File: config.mk
export PLATFORM = sky130hd
export DESIGN_NAME = cordic_pipeline
export DESIGN_NICKNAME = d
export VERILOG_FILES = /design/src/rtl/cordic_pipeline.sv
export SDC_FILE = /design/constraint.sdc
export NUM_CORES = 2
export LEC_CHECK = 0
export BUFFER_PORTS_ARGS = -buffer_cell sky130_fd_sc_hd__buf_2
export CAP_MARGIN = 20
export CORE_ASPECT_RATIO = 1.25
export CORE_MARGIN = 3
export CORE_UTILIZATION = 59
export DETAILED_ROUTE_END_ITERATION = 6
export PLACE_DENSITY = 0.83
export SYNTH_ARGS = -nofsm -noshare
export SYNTH_HDL_FRONTEND = slang
export SYNTH_SLANG_ARGS = --single-unit
export TNS_END_PERCENT = 1
File: constraint.sdc
create_clock -name clk -period 7 [get_ports clk]
set_input_delay 1.4 -clock clk [delete_from_list [all_inputs] [get_ports clk]]
set_output_delay 1.4 -clock clk [all_outputs]
set_load 0.005 [all_outputs]
File: src/rtl/cordic_pipeline.sv
// Fully pipelined fixed-point CORDIC: rotation (sin/cos) or vectoring (atan/magnitude),
// one sample per cycle, ITERATION_NUMBER+2 cycle latency.

module cordic_stage #(
  parameter int                  W    = 32,
  parameter int                  IDX  = 0,
  parameter logic signed [W-1:0] ATAN = '0
) (
  input  logic                vec,
  input  logic signed [W-1:0] x,
  input  logic signed [W-1:0] y,
  input  logic signed [W-1:0] z,
  output logic signed [W-1:0] x_nxt,
  output logic signed [W-1:0] y_nxt,
  output logic signed [W-1:0] z_nxt
);
  logic d_pos;

  // rotation drives z toward 0, vectoring drives y toward 0
  assign d_pos = vec ? y[W-1] : ~z[W-1];

  always_comb begin
    if (d_pos) begin
      x_nxt = x - (y >>> IDX);
      y_nxt = y + (x >>> IDX);
      z_nxt = z - ATAN;
    end else begin
      x_nxt = x + (y >>> IDX);
      y_nxt = y - (x >>> IDX);
      z_nxt = z + ATAN;
    end
  end
endmodule

module cordic_pipeline #(
  parameter int UNSIGNED_INPUT_WIDTH       = 16,
  parameter int UNSIGNED_OUTPUT_WIDTH      = 16,
  parameter int UNSIGNED_INPUT_INT_WIDTH   = 7,
  parameter int UNSIGNED_INPUT_FRAC_WIDTH  = 8,
  parameter int UNSIGNED_OUTPUT_INT_WIDTH  = 7,
  parameter int UNSIGNED_OUTPUT_FRAC_WIDTH = 8,
  parameter int ITERATION_NUMBER           = 6,
  parameter int ITERATION_WORD_WIDTH       = 32,
  parameter int ITERATION_WORD_INT_WIDTH   = 12,
  parameter int ITERATION_WORD_FRAC_WIDTH  = 20,
  parameter int SECTOR_FLAG_WIDTH          = 2
) (
  input  logic                             clk,
  input  logic                             reset,
  input  logic [UNSIGNED_INPUT_WIDTH-1:0]  degree_in,
  input  logic [UNSIGNED_INPUT_WIDTH-1:0]  x_in,
  input  logic [UNSIGNED_INPUT_WIDTH-1:0]  y_in,
  input  logic [SECTOR_FLAG_WIDTH-1:0]     sector_in,
  input  logic                             arctan_en_in,
  output logic [UNSIGNED_OUTPUT_WIDTH-1:0] degree_out,
  output logic [UNSIGNED_OUTPUT_WIDTH-1:0] x_out,
  output logic [UNSIGNED_OUTPUT_WIDTH-1:0] y_out,
  output logic [SECTOR_FLAG_WIDTH-1:0]     sector_out,
  output logic                             arctan_en_out
);
  localparam int N      = ITERATION_NUMBER;
  localparam int W      = ITERATION_WORD_WIDTH;
  localparam int PW     = 2 * W;
  localparam int FW     = ITERATION_WORD_FRAC_WIDTH;
  localparam int IN_SH  = FW - UNSIGNED_INPUT_FRAC_WIDTH;
  localparam int OUT_SH = FW - UNSIGNED_OUTPUT_FRAC_WIDTH;
  localparam int PAD    = ITERATION_WORD_INT_WIDTH - UNSIGNED_INPUT_INT_WIDTH - 1;

  localparam logic signed [W-1:0] ONE     = W'(1) << FW;
  localparam logic signed [W-1:0] SAT_LIM = W'(1) << (UNSIGNED_OUTPUT_INT_WIDTH + FW);
  localparam logic signed [W-1:0] GAIN_K  = W'($rtoi(0.607253 * (2.0 ** FW) + 0.5));

  function automatic real atan_deg(input int i);
    case (i)
      0:       return 45.0;
      1:       return 26.565051177;
      2:       return 14.036243468;
      3:       return 7.125016349;
      4:       return 3.576334375;
      5:       return 1.789910608;
      default: return 57.295779513 / (2.0 ** i);  // small-angle tail
    endcase
  endfunction

  function automatic logic signed [W-1:0] atan_q(input int i);
    return W'($rtoi(atan_deg(i) * (2.0 ** FW) + 0.5));
  endfunction

  function automatic logic signed [W-1:0] ext(input logic [UNSIGNED_INPUT_WIDTH-1:0] v);
    return {{PAD{1'b0}}, v, {IN_SH{1'b0}}};
  endfunction

  function automatic logic [UNSIGNED_OUTPUT_WIDTH-1:0] to_out(input logic signed [W-1:0] v);
    if (v[W-1])       return '0;
    if (v >= SAT_LIM) return {1'b0, {(UNSIGNED_OUTPUT_WIDTH-1){1'b1}}};
    return v[OUT_SH +: UNSIGNED_OUTPUT_WIDTH];
  endfunction

  logic signed [W-1:0]              x_q   [0:N];
  logic signed [W-1:0]              y_q   [0:N];
  logic signed [W-1:0]              z_q   [0:N];
  logic                             vec_q [0:N];
  logic                             zero_q[0:N];
  logic [SECTOR_FLAG_WIDTH-1:0]     sec_q [0:N];
  logic [UNSIGNED_INPUT_WIDTH-1:0]  ang_q [0:N];
  logic signed [W-1:0]              x_n   [0:N-1];
  logic signed [W-1:0]              y_n   [0:N-1];
  logic signed [W-1:0]              z_n   [0:N-1];

  for (genvar g = 0; g < N; g++) begin : g_stage
    cordic_stage #(.W(W), .IDX(g), .ATAN(atan_q(g))) u_stage (
      .vec(vec_q[g]), .x(x_q[g]), .y(y_q[g]), .z(z_q[g]),
      .x_nxt(x_n[g]), .y_nxt(y_n[g]), .z_nxt(z_n[g])
    );
  end

  always_ff @(posedge clk) begin
    if (reset) begin
      for (int i = 0; i <= N; i++) begin
        x_q[i]    <= '0;
        y_q[i]    <= '0;
        z_q[i]    <= '0;
        vec_q[i]  <= 1'b0;
        zero_q[i] <= 1'b0;
        sec_q[i]  <= '0;
        ang_q[i]  <= '0;
      end
    end else begin
      x_q[0]    <= arctan_en_in ? ext(x_in) : ONE;
      y_q[0]    <= arctan_en_in ? ext(y_in) : '0;
      z_q[0]    <= arctan_en_in ? '0 : ext(degree_in);
      vec_q[0]  <= arctan_en_in;
      // a zero vector has no angle; remember it so the output can be forced to zero
      zero_q[0] <= arctan_en_in && (x_in == '0) && (y_in == '0);
      sec_q[0]  <= sector_in;
      ang_q[0]  <= degree_in;
      for (int i = 0; i < N; i++) begin
        x_q[i+1]    <= x_n[i];
        y_q[i+1]    <= y_n[i];
        z_q[i+1]    <= z_n[i];
        vec_q[i+1]  <= vec_q[i];
        zero_q[i+1] <= zero_q[i];
        sec_q[i+1]  <= sec_q[i];
        ang_q[i+1]  <= ang_q[i];
      end
    end
  end

  logic signed [PW-1:0] x_prod, y_prod;
  logic signed [W-1:0]  x_cor, y_cor;

  assign x_prod = PW'(x_q[N]) * PW'(GAIN_K);
  assign y_prod = PW'(y_q[N]) * PW'(GAIN_K);
  assign x_cor  = x_prod[FW +: W];
  assign y_cor  = y_prod[FW +: W];

  // gain correction, format conversion and output register share one stage
  always_ff @(posedge clk) begin
    if (reset) begin
      degree_out    <= '0;
      x_out         <= '0;
      y_out         <= '0;
      sector_out    <= '0;
      arctan_en_out <= 1'b0;
    end else begin
      sector_out    <= sec_q[N];
      arctan_en_out <= vec_q[N];
      if (zero_q[N]) begin
        degree_out <= '0;
        x_out      <= '0;
        y_out      <= '0;
      end else if (vec_q[N]) begin
        degree_out <= to_out(z_q[N]);
        x_out      <= to_out(x_cor);
        y_out      <= '0;
      end else begin
        degree_out <= UNSIGNED_OUTPUT_WIDTH'(ang_q[N]);
        x_out      <= to_out(x_cor);
        y_out      <= to_out(y_cor);
      end
    end
  end
endmodule

Word-level counts from Yosys, hierarchy flattened
Memories as Yosys holds them, arrays and structs flattened. A register that Yosys moved wholly into a read port is not among the register bits. Index checks and enable logic that the tools add are counted.

Bits in registers: 49. ROM bits: 0. Memories: 7. Latch bits: 0. Input bits: 53. Word-level logic and storage cells: 241. RAM bits: 812. Output and inout port bits: 51.

Multiplexer cells: 129. Reductions and logical operators: 6. $add $sub $neg: 35. Bitwise logic cells: 55. Divide/modulo/power cells: 0. Magnitude comparators: 3. Shifts and indexed selects: 0. Equality and inequality tests: 0. $mul: 2.

Memories: x_q (words 7, bits a word 32, rd ports 7, clocked after memory_dff 0, write ports 7, line 99) `logic signed [W-1:0] x_q [0:N];`; y_q (words 7, bits a word 32, rd ports 7, clocked after memory_dff 0, write ports 7, line 100) `logic signed [W-1:0] y_q [0:N];`; z_q (words 7, bits a word 32, rd ports 7, clocked after memory_dff 0, write ports 7, line 101) `logic signed [W-1:0] z_q [0:N];`; ang_q (words 7, bits a word 16, rd ports 7, clocked after memory_dff 0, write ports 7, line 105) `logic [UNSIGNED_INPUT_WIDTH-1:0] ang_q [0:N];`; sec_q (words 7, bits a word 2, rd ports 7, clocked after memory_dff 1, write ports 7, line 104) `logic [SECTOR_FLAG_WIDTH-1:0] sec_q [0:N];`; vec_q (words 7, bits a word 1, rd ports 7, clocked after memory_dff 0, write ports 7, line 102) `logic vec_q [0:N];`; 1 more memories.

Operator list (count): 2-to-1 mux 32 bit (39); 2-to-1 mux 16 bit (23); multiplier 32 x 21 -> 52 bit, second input constant (2); greater-or-equal comparator 32 x 29 -> 1 bit, second input constant (3); 2-to-1 mux 28 bit (3); adder 32 x 27 -> 32 bit (2); adder 32 x 28 -> 32 bit (2); adder 32 x 29 -> 32 bit (2); adder 32 x 30 -> 32 bit (2); adder 32 x 31 -> 32 bit (2); subtractor 32 x 27 -> 32 bit (2); subtractor 32 x 28 -> 32 bit (2); subtractor 32 x 29 -> 32 bit (2); subtractor 32 x 30 -> 32 bit (2); subtractor 32 x 31 -> 32 bit (2); subtractor 32 bit (2); 2-to-1 mux 1 bit (57); bitwise OR 1 bit (49); adder 32 x 22 -> 32 bit, second input constant (1); adder 32 x 23 -> 32 bit, second input constant (1); adder 32 x 24 -> 32 bit, second input constant (1); adder 32 x 25 -> 32 bit, second input constant (1); adder 32 x 26 -> 32 bit, second input constant (1); adder 32 x 27 -> 32 bit, second input constant (1); other kinds (13) (26).

Longest topological paths before layout
Depth after elaboration: 12. Depth in mapped cells: 27. Gate-level depth less buffers: 25.

Cells and area by module
From an unflattened synthesis, not the netlist that was laid out.

Cells, all modules: 9758. Area total of the unflattened synthesis: 85602.1 um^2.

By module, submodules not included: cordic_pipeline (instances 1, area an instance 49419.9 um^2, sequential area each 16075.4 um^2, cells an instance 4569); cordic_stage at g_stage[0].u_stage (instances 1, area an instance 6243.5 um^2, sequential area each 0.0 um^2, cells an instance 933); cordic_stage at g_stage[3].u_stage (instances 1, area an instance 6169.7 um^2, sequential area each 0.0 um^2, cells an instance 874); cordic_stage at g_stage[5].u_stage (instances 1, area an instance 6153.4 um^2, sequential area each 0.0 um^2, cells an instance 880); cordic_stage at g_stage[2].u_stage (instances 1, area an instance 6027.0 um^2, sequential area each 0.0 um^2, cells an instance 860); cordic_stage at g_stage[1].u_stage (instances 1, area an instance 5860.6 um^2, sequential area each 0.0 um^2, cells an instance 815); cordic_stage at g_stage[4].u_stage (instances 1, area an instance 5728.0 um^2, sequential area each 0.0 um^2, cells an instance 827).

Worst setup path before layout
OpenSTA, ideal clock, no wires.

Path type: reg-to-reg. From: memory x_q[6][31]. To: register x_out[10]. Setup slack: -0.186 ns. Clock period less this slack: 7.186 ns. Setup time: 0.132 ns. Data arrival time: 7.054 ns. Buffers on the path: 2. Stages on the path, launching flop included: 20. Data required time: 6.868 ns. Path through: dfxtp_1 > clkbuf_1 > inv_1 > fa_1 > inv_1 > fa_1 > fa_1 > fa_1 > fa_1 > ha_1 > a21oi_1 > nand2_1 > o31ai_2 > o21ai_2 > a41oi_2 > o211ai_1 > or4_1 > o21ai_2 > buf_4 > a21oi_1.

RTL lines: start: declaration (line 99); end signal: assignment (line 174) `x_out <= to_out(x_cor);`; end signal: assignment (line 178) `x_out <= to_out(x_cor);`; end: declaration (line 56) `output logic [UNSIGNED_OUTPUT_WIDTH-1:0] x_out,`.

==> results.yml <==
detailed_routing:
  drt_iter0_drc: 2372
  routed_via_density: 5.63
  vias: 51600
  drtAntennaViolNets: 0
  wirelength_mm: 160
  wl_per_cell_um: 17.5
  drc_errors: 0
  firstDrtPassIters: 5
clock_tree:
  cts_sinks: 697
  clockBufferDepth: 3
  cts_tree: "yes"
  cts-root-buf: "clkbuf_16"
  cts_buffers: 72
  ctsHoldBuffers: 0
  path_clk_slew_ps: 80
  clk_latency_ps: 670
  cts_max_level: 3
place:
  portBuffers: 103
  place_ws_ps: -130
  hpwl_mm: 131
  gp_congestion: 0.951
global_route:
  grt_antenna_before_repair: 3
  grt_pass1_vias: 54100
  grt_pass1_wl_mm: 262
  grt_overflow: 0
  grt_max_degree: 102
  track_usage_pct: 27.0
timing:
  fin_worst_skew_ps: 36.1
  fmax_mhz: 145
  min_period_over_period_pct: 98.3
  fin_ws_ps: 119
  min_period_ps: 6880
  rsz0062_at_grt: "yes"
  fin_hold_ws_ps: 431
  slew_headroom_pct: 23.4
  finalSetupViolCount: 0
  worstMarginPinSlew_ps: 1140
  hold_violations: 0
  slew_viol_final: 0
  fin_setup_tns_ps: 0
critical_path:
  start_kind: "flop"
  cp-startpoint: "x_q[6][19]"
  reg2regPathDepth: 24
  cp-end-kind: "flop"
  r2r_end: "x_out[3]"
  cp_max_fo: 8
  crit_type: "reg2reg"
  timing.rr.start: "x_q[6][19]"
  r2r_setup_slack_ps: 120
  cp.required_ps: 7550
  arrival_ps: 7430
die:
  num_io_pins: 104
  rows: 138
  start_util_pct: 59.7
  die_area_um2: 119000
  coreArea_um2: 114000
  die_h_um: 385
  fp.dieW_um: 309
status:
  status: "finished clean"
worst_hold_path:
  min_path_type: "reg2reg"
  min_to: "z_q[1][12]"
  hold_depth: 1
  worstHoldStart: "z_q[0][12]"
yosys:
  ys_seq_area_share_pct: 20.6
  syn-mean-instance-area_um2: 9.11
  synth-edff-count: 0
  async_reset_ff_share_pct: 0
  ys_seq_elements: 697
  synth.distinct_cells: 85
  netlist_instances: 7452
  netlist_area_um2: 67900
  synth_ff_type: "dfxtp_1"
  yosysWarnings: 0
cells_and_area:
  final.fill_count: 8882
  fin_nets: 9318
  syn_to_final_growth_pct: 9.57
  drive_gt1_share_pct: 7.52
  final_util_pct: 65.4
run:
  cap_violations: 0
==> area by class of cell <==
cell class / instances / area (µm²) / share of cell area [%]
Tap cell: 1470 / 1840 / 2.47
Clock buffer: 90 / 1960 / 2.63
Sequential cell: 697 / 14000 / 18.9
Multi-Input combinational cell: 5643 / 50500 / 67.8
Inverter: 974 / 3660 / 4.91
Clock inverter: 41 / 686 / 0.922
Antenna cell: 3 / 7.51 / 0.0101
Timing Repair Buffer: 254 / 1750 / 2.35
==> critical path, stage by stage (launching register included) <==
cell,delay [ps]
dfxtp_1,310
buf_4,200
ha_4,310
inv_1,60
fa_1,490
fa_1,510
inv_1,50
fa_1,490
fa_1,520
fa_1,520
fa_1,490
ha_1,360
a21o_1,180
a21oi_2,200
nand2_2,90
o31ai_4,280
o21ai_2,140
a41oi_4,320
o211ai_1,170
buf_4,180
nor4_1,340
o21ai_1,170
o21ai_4,130
clkbuf_16,190
a21oi_1,60
==> Yosys cell counts, types with 6 or more instances <==
library cell    n  area [µm²]
a31oi_1        48         300
a21o_1        214        1610
a41oi_1        12         105
fa_1          656       13100
nand3_1        74         370
xor2_1        289        2530
a2111oi_0       7        61.3
o41ai_1        25         219
nor3b_1        18         135
mux2i_1        19         190
dfxtp_1       697       14000
xnor2_1       419        3670
nor2_1        663        2490
nand2_1       317        1190
nand2b_1       77         482
or2_2          19         119
clkbuf_1      126         473
o21ai_1        11        55.1
a211o_1        14         123
o2111ai_1       6        52.6
o21bai_1       76         571
o31ai_1        36         270
a21oi_1       491        2460
o211ai_1       31         233
buf_1           9        33.8
nor3_1        140         701
o21ai_0       279        1400
a41o_1          7        70.1
o21a_1         60         450
or4_1          15         113
and2_1         60         375
nor2b_1       258        1610
nand4_1        38         238
ha_1          967       12100
mux2_2          7        78.8
and3_1         44         275
a21boi_0       10        75.1
nor4_1         34         213
or3_1          36         225
inv_1         973        3650
nand3b_1       12        90.1
and4_1          9        78.8
a211oi_1       49         368
==> how the worst max path moves through the flow <==
stage                end  slack (ps)  cells past startpoint
6_report        x_out[3]         120                     24
3_5_place_dp    x_out[6]        -130                     23
2_1_floorplan  y_out[10]          40                     19
3_3_place_gp   x_out[14]         -30                     25
5_1_grt         x_out[1]        -110                     22
4_1_cts         y_out[0]         0.3                     26
==> metal layers <==
metal  global-route usage (%)  wire, µm  share of wire (%)  vias up
met4                     16.8     11000                6.8        0
met5                        0         0                  0        -
met1                     27.9     59000                 37    24800
li1                         -         -                  -    25200
met3                     2.46      4540                2.8      552
met2                     52.1     85900                 54     1117
==> cell families after synthesis <==
logic type	after synthesis	share of synthesized area [%]
AO/OA/AOI/OAI	1447	13.4
XOR/XNOR	708	9.13
adder cells (fa/ha/maj)	1623	37.2
buffers and inverters	1114	6.18
flip-flops	697	20.6
multiplexers	27	0.413
other	1	0.00552
AND/OR/NAND/NOR	1835	13.1
==> registers in the layout, summed over array words and instances, names as in the netlist <==
name           cells
y_out             16
x_q              166
z_q              175
sector_out         2
y_q              165
sec_q             14
arctan_en_out      1
vec_q              7
x_out             16
degree_out        16
ang_q            112
zero_q             7
==> through the flow <==
stage / instance area, µm² / std cells
3_3_place_gp: 70800 / 9019
3_5_place_dp: 70800 / 9019
5_1_grt: 74400 / 9172
4_1_cts: 73400 / 9150
2_1_floorplan: 67900 / 7453
6_report: 74400 / 9172
==> layout by cell type (no fill, tap or decap), types with 73 or more instances in the layout <==
cell         n
inv_1      972
ha_1       931
dfxtp_1    662
nor2_1     661
fa_1       645
a21oi_1    461
xnor2_1    413
nand2_1    312
xor2_1     289
o21ai_0    274
nor2b_1    258
a21o_1     214
buf_4      138
nor3_1     137
buf_2      102
nand2b_1    77
o21bai_1    75
nand3_1     74
clkbuf_16   73
==> repair_timing <==
action,in CTS,in global routing
endpoints found under the hold margin,0,0
endpoints found under the setup margin,30,30
setup buffers,0,16
pin swaps,1,55
cloned,0,2
gates resized for setup,7,179
Power is left out: the tool's default activity adds up to more than one toggle a clock period on the data nets, which glitch-free logic cannot reach.
